## src/rtl/uart_tx_16x.sv

```systemverilog
// UART transmitter paced by a 16x oversampling baud tick: start bit, DBIT data bits LSB first,
// optional parity bit, then a stop period of SB_TICK ticks. Line output and done pulse are registered.
module uart_tx_16x #(
    parameter int DBIT    = 8,
    parameter int SB_TICK = 16,
    parameter int PARITY  = 0
) (
    input  logic            clk,
    input  logic            reset_n,
    input  logic            s_tick,
    input  logic            tx_start,
    input  logic [DBIT-1:0] din,
    output logic            tx_busy,
    output logic            tx_done_tick,
    output logic            tx
);

    typedef enum logic [2:0] {
        IDLE  = 3'd0,
        START = 3'd1,
        DATA  = 3'd2,
        PAR   = 3'd3,
        STOP  = 3'd4
    } state_t;

    localparam logic [4:0] LAST_TICK = 5'd15;
    localparam logic [4:0] STOP_LAST = 5'(SB_TICK - 1);
    localparam logic [2:0] LAST_BIT  = 3'(DBIT - 1);
    localparam logic       ODD       = (PARITY == 2);

    state_t          r_state, w_state_next;
    logic [4:0]      r_s, w_s_next;
    logic [2:0]      r_n, w_n_next;
    logic [DBIT-1:0] r_b, w_b_next;
    logic            r_p, w_p_next;
    logic            r_tx, w_tx_next;
    logic            r_done, w_done_next;

    always_ff @(posedge clk or negedge reset_n) begin
        if (!reset_n) begin
            r_state <= IDLE;
            r_s     <= '0;
            r_n     <= '0;
            r_b     <= '0;
            r_p     <= 1'b0;
            r_tx    <= 1'b1;
            r_done  <= 1'b0;
        end else begin
            r_state <= w_state_next;
            r_s     <= w_s_next;
            r_n     <= w_n_next;
            r_b     <= w_b_next;
            r_p     <= w_p_next;
            r_tx    <= w_tx_next;
            r_done  <= w_done_next;
        end
    end

    // A tick arriving in the accepting cycle is deliberately not counted: IDLE ignores s_tick.
    always_comb begin
        w_state_next = r_state;
        w_s_next     = r_s;
        w_n_next     = r_n;
        w_b_next     = r_b;
        w_p_next     = r_p;
        case (r_state)
            IDLE: begin
                if (tx_start) begin
                    w_b_next     = din;
                    w_s_next     = '0;
                    w_p_next     = 1'b0;
                    w_state_next = START;
                end
            end
            START: begin
                if (s_tick) begin
                    if (r_s == LAST_TICK) begin
                        w_s_next     = '0;
                        w_n_next     = '0;
                        w_state_next = DATA;
                    end else begin
                        w_s_next = r_s + 5'd1;
                    end
                end
            end
            DATA: begin
                if (s_tick) begin
                    if (r_s == LAST_TICK) begin
                        w_s_next = '0;
                        w_b_next = r_b >> 1;
                        w_p_next = r_p ^ r_b[0];
                        if (r_n == LAST_BIT) begin
                            w_state_next = (PARITY != 0) ? PAR : STOP;
                        end else begin
                            w_n_next = r_n + 3'd1;
                        end
                    end else begin
                        w_s_next = r_s + 5'd1;
                    end
                end
            end
            PAR: begin
                if (s_tick) begin
                    if (r_s == LAST_TICK) begin
                        w_s_next     = '0;
                        w_state_next = STOP;
                    end else begin
                        w_s_next = r_s + 5'd1;
                    end
                end
            end
            STOP: begin
                if (s_tick) begin
                    if (r_s == STOP_LAST) begin
                        w_s_next     = '0;
                        w_state_next = IDLE;
                    end else begin
                        w_s_next = r_s + 5'd1;
                    end
                end
            end
            default: begin
                w_state_next = IDLE;
                w_s_next     = '0;
            end
        endcase
    end

    // The line is driven from the upcoming state so tx changes on the same edge as the state.
    always_comb begin
        w_done_next = (r_state == STOP) && (w_state_next == IDLE);
        case (w_state_next)
            START:   w_tx_next = 1'b0;
            DATA:    w_tx_next = w_b_next[0];
            PAR:     w_tx_next = w_p_next ^ ODD;
            default: w_tx_next = 1'b1;
        endcase
    end

    assign tx_busy      = (r_state != IDLE);
    assign tx_done_tick = r_done;
    assign tx           = r_tx;

endmodule

```

## config.mk

```make
export PLATFORM = sky130hd
export DESIGN_NAME = uart_tx_16x
export DESIGN_NICKNAME = d
export VERILOG_FILES = /design/src/rtl/uart_tx_16x.sv
export SDC_FILE = /design/constraint.sdc
export NUM_CORES = 1
export LEC_CHECK = 0
export BUFFER_PORTS_ARGS = -buffer_cell sky130_fd_sc_hd__buf_4
export CAP_MARGIN = 40
export CORE_MARGIN = 5
export CORE_UTILIZATION = 35
export CTS_CLUSTER_SIZE = 8
export DETAILED_ROUTE_END_ITERATION = 12
export SETUP_SLACK_MARGIN = 0.05
export SLEW_MARGIN = 20
export SYNTH_ARGS = -nofsm -noshare
export SYNTH_HDL_FRONTEND = slang
export SYNTH_SLANG_ARGS = --single-unit
```

## constraint.sdc

```tcl
create_clock -name clk -period 3.9 [get_ports clk]
set_input_delay 0.195 -clock clk [delete_from_list [all_inputs] [get_ports clk]]
set_output_delay 0.195 -clock clk [all_outputs]
set_load 0.05 [all_outputs]
```

==> reports/metrics.yaml, run 1 <==
pwr:
  leakage_nw: 0.615
  p_per_area_nw_per_um2: 431
  irDropWorstVdd_mv: 0.224
  p_total_uw: 542
sta:
  slew-limit-headroom_pct: 72.8
  fin_crit_sh_pct: 53.5
  period_needed_ns: 2.09
  finalHoldViolations: 0
  fin_ws_ns: 1.81
  rsz0062_at_grt: "no"
  finClkSkew_ns: 0.000659
  worstMarginPinSlew_ns: 0.408
  finalMaxSlewViolations: 0
  fmax_mhz: 479
  setup-tns-final_ns: 0
  setup_violations: 0
placed_design:
  place_area_sq_um: 1190
  place_ws_ns: 1.83
  dp_hpwl_mm: 1.49
  dp_cells: 147
  gp_congestion: 0.786
  port_buffers: 14
yosys:
  yosys.area_share.simple_pct: 21.4
  syn_nets: 118
  yosysTopAreaCellShare_pct: 49.1
  synth_xor_area_share_pct: 0
  yosys-top-cells-area: "dfrtp_1 (49%), nand2_1 (7.0%), a22oi_1 (4.2%)"
  avgSynthCellArea_sq_um: 10.4
  netlist_area_sq_um: 1070
  synth.area.mux_share_pct: 0
  synth-main-ff-cell: "dfrtp_1"
  synth_fa_ha_area_share_pct: 3.51
  synth_compound_area_share_pct: 20.5
  synth_top_family_by_area: "simple AND/OR/NAND/NOR gates"
  yosysMostFrequentCell: "dfrtp_1"
  synth_warnings: 0
  seq_area_frac_synth_pct: 51.6
  yosys.area.top_type: "dfrtp_1"
  ys_types: 39
  synthTopCellsByCount: "dfrtp_1 (21), nand2_1 (20), o21ai_0 (8)"
  synthCells: 103
  synth_edf_count: 0
  synthArstFlopShare_pct: 100
  ys_ff_latch: 22
final_layout:
  final_cells: 152
  fin_area_sq_um: 1260
  drive_gt1_share_pct: 22.7
  finalNetCount: 135
  num_antenna_cells: 0
  syn2layout_area_growth_pct: 17.5
status:
  outcome: "completed"
global_routing:
  grt_pass1_vias: 777
  antenna_found_initial: 0
  grt_pass1_wl_mm: 3.57
  grt_max_degree: 23
  gr-total-overflow: 0
  grt_usage_pct: 10.8
die:
  initial_core_util_pct: 35.6
  die_h_um: 65.3
  die_w_um: 65.3
  core_sq_um: 3000
  ios: 15
  rows: 20
  dieArea_sq_um: 4260
setup_path:
  cp-end-kind: "register"
  timing.critical_path.mode_cell: "ha_1"
  critPathRequiredTime_ns: 4.15
  path_max_fanout: 6
  path_cells: "ha_1 > ha_1 > or3b_1 > a211o_1 > or3_1 > o21ai_2"
  critPathKind: "register to register"
  slowest_stage: "dfrtp_1"
  cpPeakStageDelay_ns: 0.43
  path_buf_inv: 0
  critical_path.top_delay_family: "simple AND/OR/NAND/NOR gates"
  arrival_ns: 2.34
  start_kind: "register"
cts:
  cts_setup_buffers: 0
  cts_buffer_depth: 2
  cts_max_level: 1
  cts_tree: "done"
  clock-sinks: 22
  insertion_delay_ns: 0.31
  cts_root_buffer: "clkbuf_4"
  cts_buffers: 3
  clk_pin_slew_ns: 0.13
hold_path:
  hold_class: "input pin to register"
drt:
  route.detailed.drc: 0
  first_pass_iters: 4
  num_vias: 833
  drt-wirelength-per-cell_um: 13.6
  drt_iter0_markers: 22
  viasPerCell: 5.48
  antenna_left: 0
  routed_wirelength_mm: 2.07
flow_run:
  maxCapViolCount: 0
-- worst reg2reg max path, cell delays in order (launching register included) --
cell	delay (ns)
dfrtp_1	0.43
ha_1	0.21
ha_1	0.21
or3b_1	0.35
a211o_1	0.36
or3_1	0.35
o21ai_2	0.12
-- flip-flops by register name (all words and copies together) (netlist names) --
name and cells:
r_state 3, r_b 8, r_n 3, tx_done_tick 1, r_p 1, r_s 5
tx 1
-- power by group --
| part | internal (mW) | total [mW] | switching, mW | leakage [nW] |
|---|---|---|---|---|
| registers | 0.256 | 0.282 | 0.0260 | 0.290 |
| logic | 0.0408 | 0.0832 | 0.0424 | 0.296 |
| clock network | 0.104 | 0.177 | 0.0730 | 0.0279 |
| total | 0.400 | 0.542 | 0.141 | 0.615 |
-- metal layers --
layer	vias up	track usage [%]	wire length, um
li1	413	-	-
met1	395	15.2	1010
met2	23	15.7	926
met3	2	3.93	118
met4	0	2.33	13
met5	-	0	0
-- logic make-up after synthesis --
kind of cell	Yosys count
AOI/OAI and AO/OA	30
adders and majority gates	3
buffers and inverters	6
DFF	22
and+or+nand+nor	42
-- cell type report --
type | count | area, sq um
timing repair buffer | 15 | 115
tap | 33 | 41.3
fill | 305 | 1750
clock buffer | 3 | 22.5
sequential | 22 | 552
clock inverter | 1 | 30.0
inverter | 3 | 11.3
multi-input combinational | 75 | 485
-- cell usage in the layout (no fill, tap or decap), types with 3 or more instances in the layout --
cell type / instances
o21ai_0: 8
inv_1: 3
nand2_1: 20
clkbuf_4: 3
buf_4: 14
a22oi_1: 6
ha_1: 3
dfrtp_1: 21
nor2_1: 3
-- metrics by stage --
stage / util [%] / hold slack, ns
5_1_grt: 41.9 / 0.0994
2_1_floorplan: - / -0.101
6_report: 41.9 / 0.102
3_3_place_gp: 39.8 / 0.101
4_1_cts: 41.9 / 0.0824
3_5_place_dp: 39.8 / 0.101
-- worst paths after layout --
kind	startpoint	endpoint	slack, ns	depth (start not counted)
min in group asynchronous	reset_n	r_state[2]	0.29	2
max reg2reg	r_n[0]	r_n[0]	1.81	6
min reg2reg	r_p	r_p	0.48	1
min	din[2]	r_b[2]	0.10	3
max in group asynchronous	reset_n	tx	3.34	2
max	r_n[0]	r_n[0]	1.81	6
-- what timing repair did --
action	in CTS	in global routing
hold buffers	1	0
endpoints found under the hold margin	22	0
gates resized for setup	0	0
endpoints found under the setup margin	0	0
Power figures use the tool's default switching activity.
==> run 2, diff against run 1 <==
--- a/config.mk
+++ b/config.mk
@@ -5,6 +5,7 @@
 export SDC_FILE = /design/constraint.sdc
 export NUM_CORES = 1
 export LEC_CHECK = 0
+export ABC_AREA = 1
 export BUFFER_PORTS_ARGS = -buffer_cell sky130_fd_sc_hd__buf_4
 export CAP_MARGIN = 40
 export CORE_MARGIN = 5
==> constraint.sdc (replaced) <==
create_clock -name clk -period 1.94 [get_ports clk]
set_input_delay 0.097 -clock clk [delete_from_list [all_inputs] [get_ports clk]]
set_output_delay 0.097 -clock clk [all_outputs]
set_load 0.05 [all_outputs]
==> run 2 against run 1 <==
Final cell count grew 39%. Cell area rose by 12%. Count of clock-buffer cells in the layout up 1. Core utilization increased by 0.53 points. Sequential power increased to 2.6 times the previous value. Worst setup slack lost 1.5 ns. Via count grew 21%. Register-to-register slack got worse by 1.5 ns. Sequential share of layout area decreased by 4.6 points. Critical path type unchanged.
==> reports/metrics.yaml, run 2 <==
status:
  outcome: "completed"
pwr:
  pwr-share-comb_pct: 40.6  # +25 points
  p_switching_uw: 686  # +390%
  seqPwrFrac_pct: 44.1  # -7.9 points
  p_int_uw: 996  # +150%
  swShare_pct: 40.8  # +15 points
  p_total_mw: 1.68  # +210%
  leakage_nw: 0.708  # +15%
  p_per_area_nw_per_um2: 1200  # +180%
  irDropWorstVdd_mv: 0.485  # +120%
  power.clock.fraction_pct: 15.3  # -17 points
sta:
  fmax_mhz: 615  # +28%
  setup_violations: 0  # unchanged
  slew-limit-headroom_pct: 80.5  # +7.6 points
  finalMaxSlewViolations: 0  # unchanged
  worstMarginPinSlew_ns: 0.291  # -0.117 ns
  period_needed_ns: 1.63  # -0.460 ns
  whs_ns: 0.00569  # -0.0958 ns
  finalHoldViolations: 0  # unchanged
  finClkSkew_ns: 0.00375  # +0.00309 ns
  fin_crit_sh_pct: 83.8  # +30 points
  setup-tns-final_ns: 0  # unchanged
  rsz0062_at_grt: "no"
final_layout:
  reg_top3: "r_b x8, r_s x5"
  drive_gt1_share_pct: 21.7  # -1.0 points
  nFillCells: 352  # +15%
  num_antenna_cells: 0  # unchanged
  finalNetCount: 182  # +35%
  syn2layout_area_growth_pct: 17.4
  final_cell_mix: "nand2_1 (34), dfrtp_1 (21), inv_1 (20)"
  largest_register_ffs: 8  # unchanged
  top_register: "r_b"
  final_common_cell: "nand2_1"
yosys:
  yosys-top-cells-area: "dfrtp_1 (44%), nand2_1 (11%), nand3_1 (6.7%)"
  synthCells: 147  # +43%
  synth-main-ff-cell: "dfrtp_1"
  yosysTopAreaCellShare_pct: 43.9  # -5.2 points
  synthTopCellsByCount: "nand2_1 (34), dfrtp_1 (21), inv_1 (20)"
  netlist_area_sq_um: 1200  # +12%
  synth_warnings: 0  # unchanged
  yosysMostFrequentCell: "nand2_1"
  ys_ff_latch: 22  # unchanged
  synth_edf_count: 0  # unchanged
  seq_area_frac_synth_pct: 46.1  # -5.4 points
  ys_types: 25  # -36%
  avgSynthCellArea_sq_um: 8.14  # -22%
  syn_nets: 162  # +37%
  synthArstFlopShare_pct: 100  # unchanged
  yosys.area.top_type: "dfrtp_1"
drt:
  routed_wirelength_mm: 2.47  # +19%
  drt-met1-wl_mm: 1.19  # +18%
  route.detailed.drc: 0  # unchanged
  num_vias: 1008  # +21%
  top_layer: "met4"
  drt-wirelength-per-cell_um: 11.6  # -15%
  first_pass_iters: 4  # unchanged
  drt_iter0_markers: 38  # +73%
  wl_met3_um: 119  # +0.85%
  viasPerCell: 4.75  # -13%
  antenna_left: 0  # unchanged
  wl_met2_mm: 1.13  # +22%
global_routing:
  grt_pass1_vias: 1072  # +38%
  grt_usage_pct: 12.6  # +1.8 points
  gr-total-overflow: 0  # unchanged
  grt_max_degree: 23  # unchanged
  antenna_found_initial: 0  # unchanged
  grt_pass1_wl_mm: 4.51  # +26%
die:
  dieArea_sq_um: 4690  # +10%
  die_w_um: 68.5  # +4.9%
  ios: 15  # unchanged
  rows: 21  # +5.0%
  initial_core_util_pct: 36.1  # +0.51 points
  core_sq_um: 3310  # +10%
  die_h_um: 68.5  # +4.9%
cts:
  insertion_delay_ns: 0.31  # about the same
  cts_root_buffer: "clkbuf_4"
  cts_max_level: 1  # unchanged
  cts_setup_buffers: 0  # unchanged
  clock-sinks: 22  # unchanged
  clk_pin_slew_ns: 0.13  # about the same
  cts_tree: "done"
  cts_buffer_depth: 2  # unchanged
  hold_buffers: 2  # +1
  ctsResizeCount: 0  # unchanged
  cts_buffers: 3  # unchanged
setup_path:
  critPathKind: "register to register"
  arrival_ns: 1.83  # -0.51 ns
  rrSetupSlack_ns: 0.31  # -1.50 ns
  cp-end-kind: "register"
  r2r-start: "r_s[0]"
  reg2reg_depth: 6  # unchanged
  path_max_fanout: 11  # +5
  critPathRequiredTime_ns: 2.14  # -2.01 ns
  start_kind: "register"
  r2r_end: "r_n[2]"
hold_path:
  hold_class: "input pin to register"
  hp-start: "din[1]"
  hold_depth: 3  # unchanged
  hold_path_end: "r_b[1]"
placed_design:
  dp_hpwl_mm: 1.87  # +26%
  gp_congestion: 0.820  # +4.3%
  port_buffers: 14  # unchanged
flow_run:
  maxCapViolCount: 0  # unchanged
==> run 2: changes by cell type after synthesis, sizes merged, moves of 3 or more <==
cell | previous run | this run
inv | 3 | 24
nand2 | 21 | 39
nand3 | 1 | 18
nor2 | 4 | 12
a22oi | 6 | 0
nand4 | 1 | 6
o211ai | 0 | 5
a21oi | 0 | 3
==> run 2: worst max-delay path: stages (launching register included) <==
cell and delay, ns:
dfrtp_1 0.41, ha_1 0.19, nand3_1 0.11, nor2_2 0.27
nand2_2 0.22, a21boi_2 0.21, o21ai_0 0.10
==> run 2: per-stage QoR <==
step,instance area [sq um],util (%),cells,setup slack [ns]
floorplan,1200,-,147,0.473
global placement,1350,40.7,206,0.419
detailed placement,1350,40.7,206,0.319
CTS,1400,42.4,212,0.295
global route,1400,42.4,212,0.123
finish,1400,42.4,212,0.313
==> run 2: how the worst max path moves through the flow <==
| stage | from | to | slack, ns | depth (start not counted) |
|---|---|---|---|---|
| after floorplan | r_state[0] | r_s[3] | 0.47 | 7 |
| after global placement | r_s[0] | r_n[1] | 0.42 | 6 |
| after detailed placement | r_s[0] | r_n[2] | 0.32 | 6 |
| after CTS | r_s[0] | r_n[0] | 0.30 | 6 |
| after global routing | r_s[0] | r_n[0] | 0.12 | 6 |
| final | r_s[0] | r_n[2] | 0.31 | 6 |
==> run 2: cell families (layout without fill, tap and decap cells) <==
family | count (synthesis) | after routing | share of synthesized area, %
AND/OR/NAND/NOR | 76 | 76 | 29.9
buffers and inverters | 26 | 45 | 9.31
adder cells (fa/ha/maj) | 3 | 3 | 3.14
flip-flops | 22 | 22 | 46.1
XOR/XNOR | 1 | 1 | 0.732
AO/OA/AOI/OAI | 19 | 19 | 10.8
==> run 2: power by group through the flow <==
stage,sequential (mW),combinational [mW],clock (mW)
2_1_floorplan,0.758,0.497,0
6_report,0.742,0.684,0.257
3_3_place_gp,0.744,0.671,0
3_5_place_dp,0.749,0.686,0
4_1_cts,0.739,0.692,0.265
5_1_grt,0.764,0.789,0.280
==> run 2: layer usage <==
metal | track usage (%) | up-vias
met5 | 0 | -
met4 | 4.47 | 0
met3 | 3.78 | 2
met2 | 20.5 | 20
met1 | 15.6 | 470
li1 | - | 516
==> run 2: cell type report <==
| type | instances | area [sq um] | share of cell area, % |
|---|---|---|---|
| flip-flops and latches | 22 | 552 | 39.3 |
| repair buffers | 17 | 133 | 9.45 |
| clock buffers | 4 | 36.3 | 2.58 |
| multi-input cells | 99 | 533 | 38.0 |
| well taps | 46 | 57.6 | 4.10 |
| inverters | 24 | 92.6 | 6.60 |
==> run 3, diff against run 2 <==
==> constraint.sdc (replaced) <==
create_clock -name clk -period 1.63 [get_ports clk]
set_input_delay 0.0815 -clock clk [delete_from_list [all_inputs] [get_ports clk]]
set_output_delay 0.0815 -clock clk [all_outputs]
set_load 0.05 [all_outputs]
==> run 3 against run 2 <==
Routed wire length down 3.5%. Total power up 20%. Worst setup slack worse by 0.15 ns. Register-to-register slack worse by 0.15 ns.
==> reports/metrics.yaml, run 3 (same netlist as run 2, synthesis figures left out) <==
cts:
  clk_pin_slew_ns: 0.12  # about the same
  cts_tree: "done"
  cts_buffers: 3  # unchanged
  cts_root_buffer: "clkbuf_4"
  cts_buffer_depth: 2  # unchanged
  insertion_delay_ns: 0.31  # about the same
  clock-sinks: 22  # unchanged
  cts_max_level: 1  # unchanged
setup_path:
  r2r_end: "r_n[0]"
  r2r-start: "r_s[0]"
  cpPeakStageDelay_ns: 0.41  # about the same
  path_max_fanout: 5  # -6
  reg2reg_depth: 6  # unchanged
  path_cells: "ha_2 > nand3_2 > nor2_4 > nand2_2 > a21boi_2 > o21ai_0"
  arrival_ns: 1.67  # -0.16 ns
  rrSetupSlack_ns: 0.17  # -0.15 ns
  endpoint: "r_n[0]"
  cp-end-kind: "register"
  slowest_stage: "dfrtp_1"
  startpoint: "r_s[0]"
  start_kind: "register"
  critPathKind: "register to register"
  critPathRequiredTime_ns: 1.83  # -0.31 ns
drt:
  drt_iter0_markers: 41  # +7.9%
  antenna_left: 0  # unchanged
  route.detailed.drc: 0  # unchanged
  viasPerCell: 4.68  # -1.6%
  num_vias: 1020  # +1.2%
  first_pass_iters: 4  # unchanged
  routed_wirelength_mm: 2.38  # -3.5%
  drt-wirelength-per-cell_um: 10.9  # -6.2%
global_routing:
  grt_usage_pct: 11.8  # -0.81 points
  grt_pass1_vias: 1028  # -4.1%
  gr-total-overflow: 0  # unchanged
  antenna_found_initial: 0  # unchanged
  grt_max_degree: 23  # unchanged
  grt_pass1_wl_mm: 4.20  # -6.9%
sta:
  slew-limit-headroom_pct: 80.9  # +0.39 points
  finalMaxSlewViolations: 0  # unchanged
  setup-tns-final_ns: 0  # unchanged
  rsz0062_at_grt: "no"
  finalHoldViolations: 0  # unchanged
  whs_ns: 0.00296  # -0.00273 ns
  fin_ws_ns: 0.166  # -0.148 ns
  period_needed_ns: 1.46  # -0.162 ns
  finClkSkew_ns: 0.00779  # +0.00403 ns
  fin_crit_sh_pct: 89.8  # +6.0 points
  fmax_mhz: 683  # +11%
  setup_violations: 0  # unchanged
  worstMarginPinSlew_ns: 0.285  # -0.00582 ns
final_layout:
  syn2layout_area_growth_pct: 24.2
  largest_register_ffs: 8  # unchanged
  drive_gt1_share_pct: 25.6  # +3.9 points
  final_common_cell: "nand2_1"
  num_antenna_cells: 0  # unchanged
  top_register: "r_b"
  fin_area_sq_um: 1490  # +5.8%
  fin_util_pct: 44.9  # +2.5 points
  final_cell_mix: "nand2_1 (34), dfrtp_1 (21), inv_1 (20)"
  finalNetCount: 188  # +3.3%
  reg_top3: "r_b x8, r_s x5"
pwr:
  swShare_pct: 40.5  # -0.28 points
  pwr-share-comb_pct: 41.3  # +0.7 points
  leakage_nw: 0.750  # +5.9%
  irDropWorstVdd_mv: 0.515  # +6.3%
  p_switching_uw: 817  # +19%
  seqPwrFrac_pct: 43.9  # -0.2 points
  p_per_area_nw_per_um2: 1360  # +13%
  p_int_mw: 1.20  # +21%
  power.clock.fraction_pct: 14.8  # -0.5 points
die:
  rows: 21  # unchanged
  initial_core_util_pct: 36.1  # unchanged
  core_sq_um: 3310  # unchanged
  ios: 15  # unchanged
  die_w_um: 68.5  # unchanged
  die_h_um: 68.5  # unchanged
  dieArea_sq_um: 4690  # unchanged
placed_design:
  place_area_sq_um: 1360  # +0.56%
  place_ws_ns: 0.0756  # -0.243 ns
  gp_congestion: 0.836  # +2.0%
  dp_hpwl_mm: 1.81  # -3.1%
  port_buffers: 14  # unchanged
status:
  outcome: "completed"
flow_run:
  maxCapViolCount: 0  # unchanged
hold_path:
  hold_class: "input pin to register"
==> run 3: changes by cell type in the layout (fill, tap and decap cells not counted) <==
cell           before  now
buf_4              15   17
buf_6               0    1
dlygate4sd3_1       2    5
ha_1                3    2
ha_2                0    1
nand2_2             5    4
nand2_4             0    1
nand3_1            16   15
nand3_2             2    3
nor2_1             10    7
nor2_2              1    3
nor2_4              1    2
==> run 3: routing by layer <==
| metal | track usage (%) | vias to the layer above | routed length, um |
|---|---|---|---|
| met5 | 0 | - | 0 |
| met4 | 4.47 | 0 | 43 |
| met3 | 2.30 | 5 | 115 |
| met2 | 21.0 | 17 | 1100 |
| met1 | 13.7 | 470 | 1120 |
| li1 | - | 528 | - |
==> run 3: power groups by stage <==
| stage | clock, mW | combinational, mW | sequential [mW] |
|---|---|---|---|
| after floorplan | 0 | 0.592 | 0.902 |
| after global placement | 0 | 0.800 | 0.886 |
| after detailed placement | 0 | 0.811 | 0.894 |
| after CTS | 0.314 | 0.825 | 0.882 |
| after global routing | 0.334 | 0.972 | 0.912 |
| final | 0.298 | 0.834 | 0.885 |
==> run 3: worst min path at each step <==
stage                         endpoint     from  cells past startpoint
after floorplan                 r_b[0]  reset_n                      0
after global placement    tx_done_tick  reset_n                      1
after detailed placement  tx_done_tick  reset_n                      1
after CTS                       r_b[3]   din[3]                      3
after global routing            r_b[3]   din[3]                      3
final                           r_b[3]   din[3]                      3
==> run 3: repair_timing <==
action | 4_1_cts | 5_1_grt
hold buffers | 5 | 0
gates resized for setup | 0 | 8
setup buffers | 0 | 2
endpoints found under the hold margin | 26 | 0
endpoints found under the setup margin | 0 | 14
==> run 3: cell type report <==
cell class	count	area, sq um
Tap cell	46	57.6
Sequential cell	22	552
Multi-Input combinational cell	99	558
Timing Repair Buffer	23	189
Fill cell	344	1830
Inverter	24	92.6
Clock buffer	4	36.3
==> run 3: metrics by stage <==
step	instances	power, mW
3_5_place_dp	207	1.71
4_1_cts	216	2.02
6_report	218	2.02
5_1_grt	218	2.22
3_3_place_gp	207	1.69
2_1_floorplan	147	1.49
==> run 3: worst max-delay path: cells and delay by family (launching register included) <==
kind / cells / cell delay [ns]
simple gates: 3 / 0.44
flops: 1 / 0.41
compound gates: 2 / 0.28
fa+ha+maj: 1 / 0.22
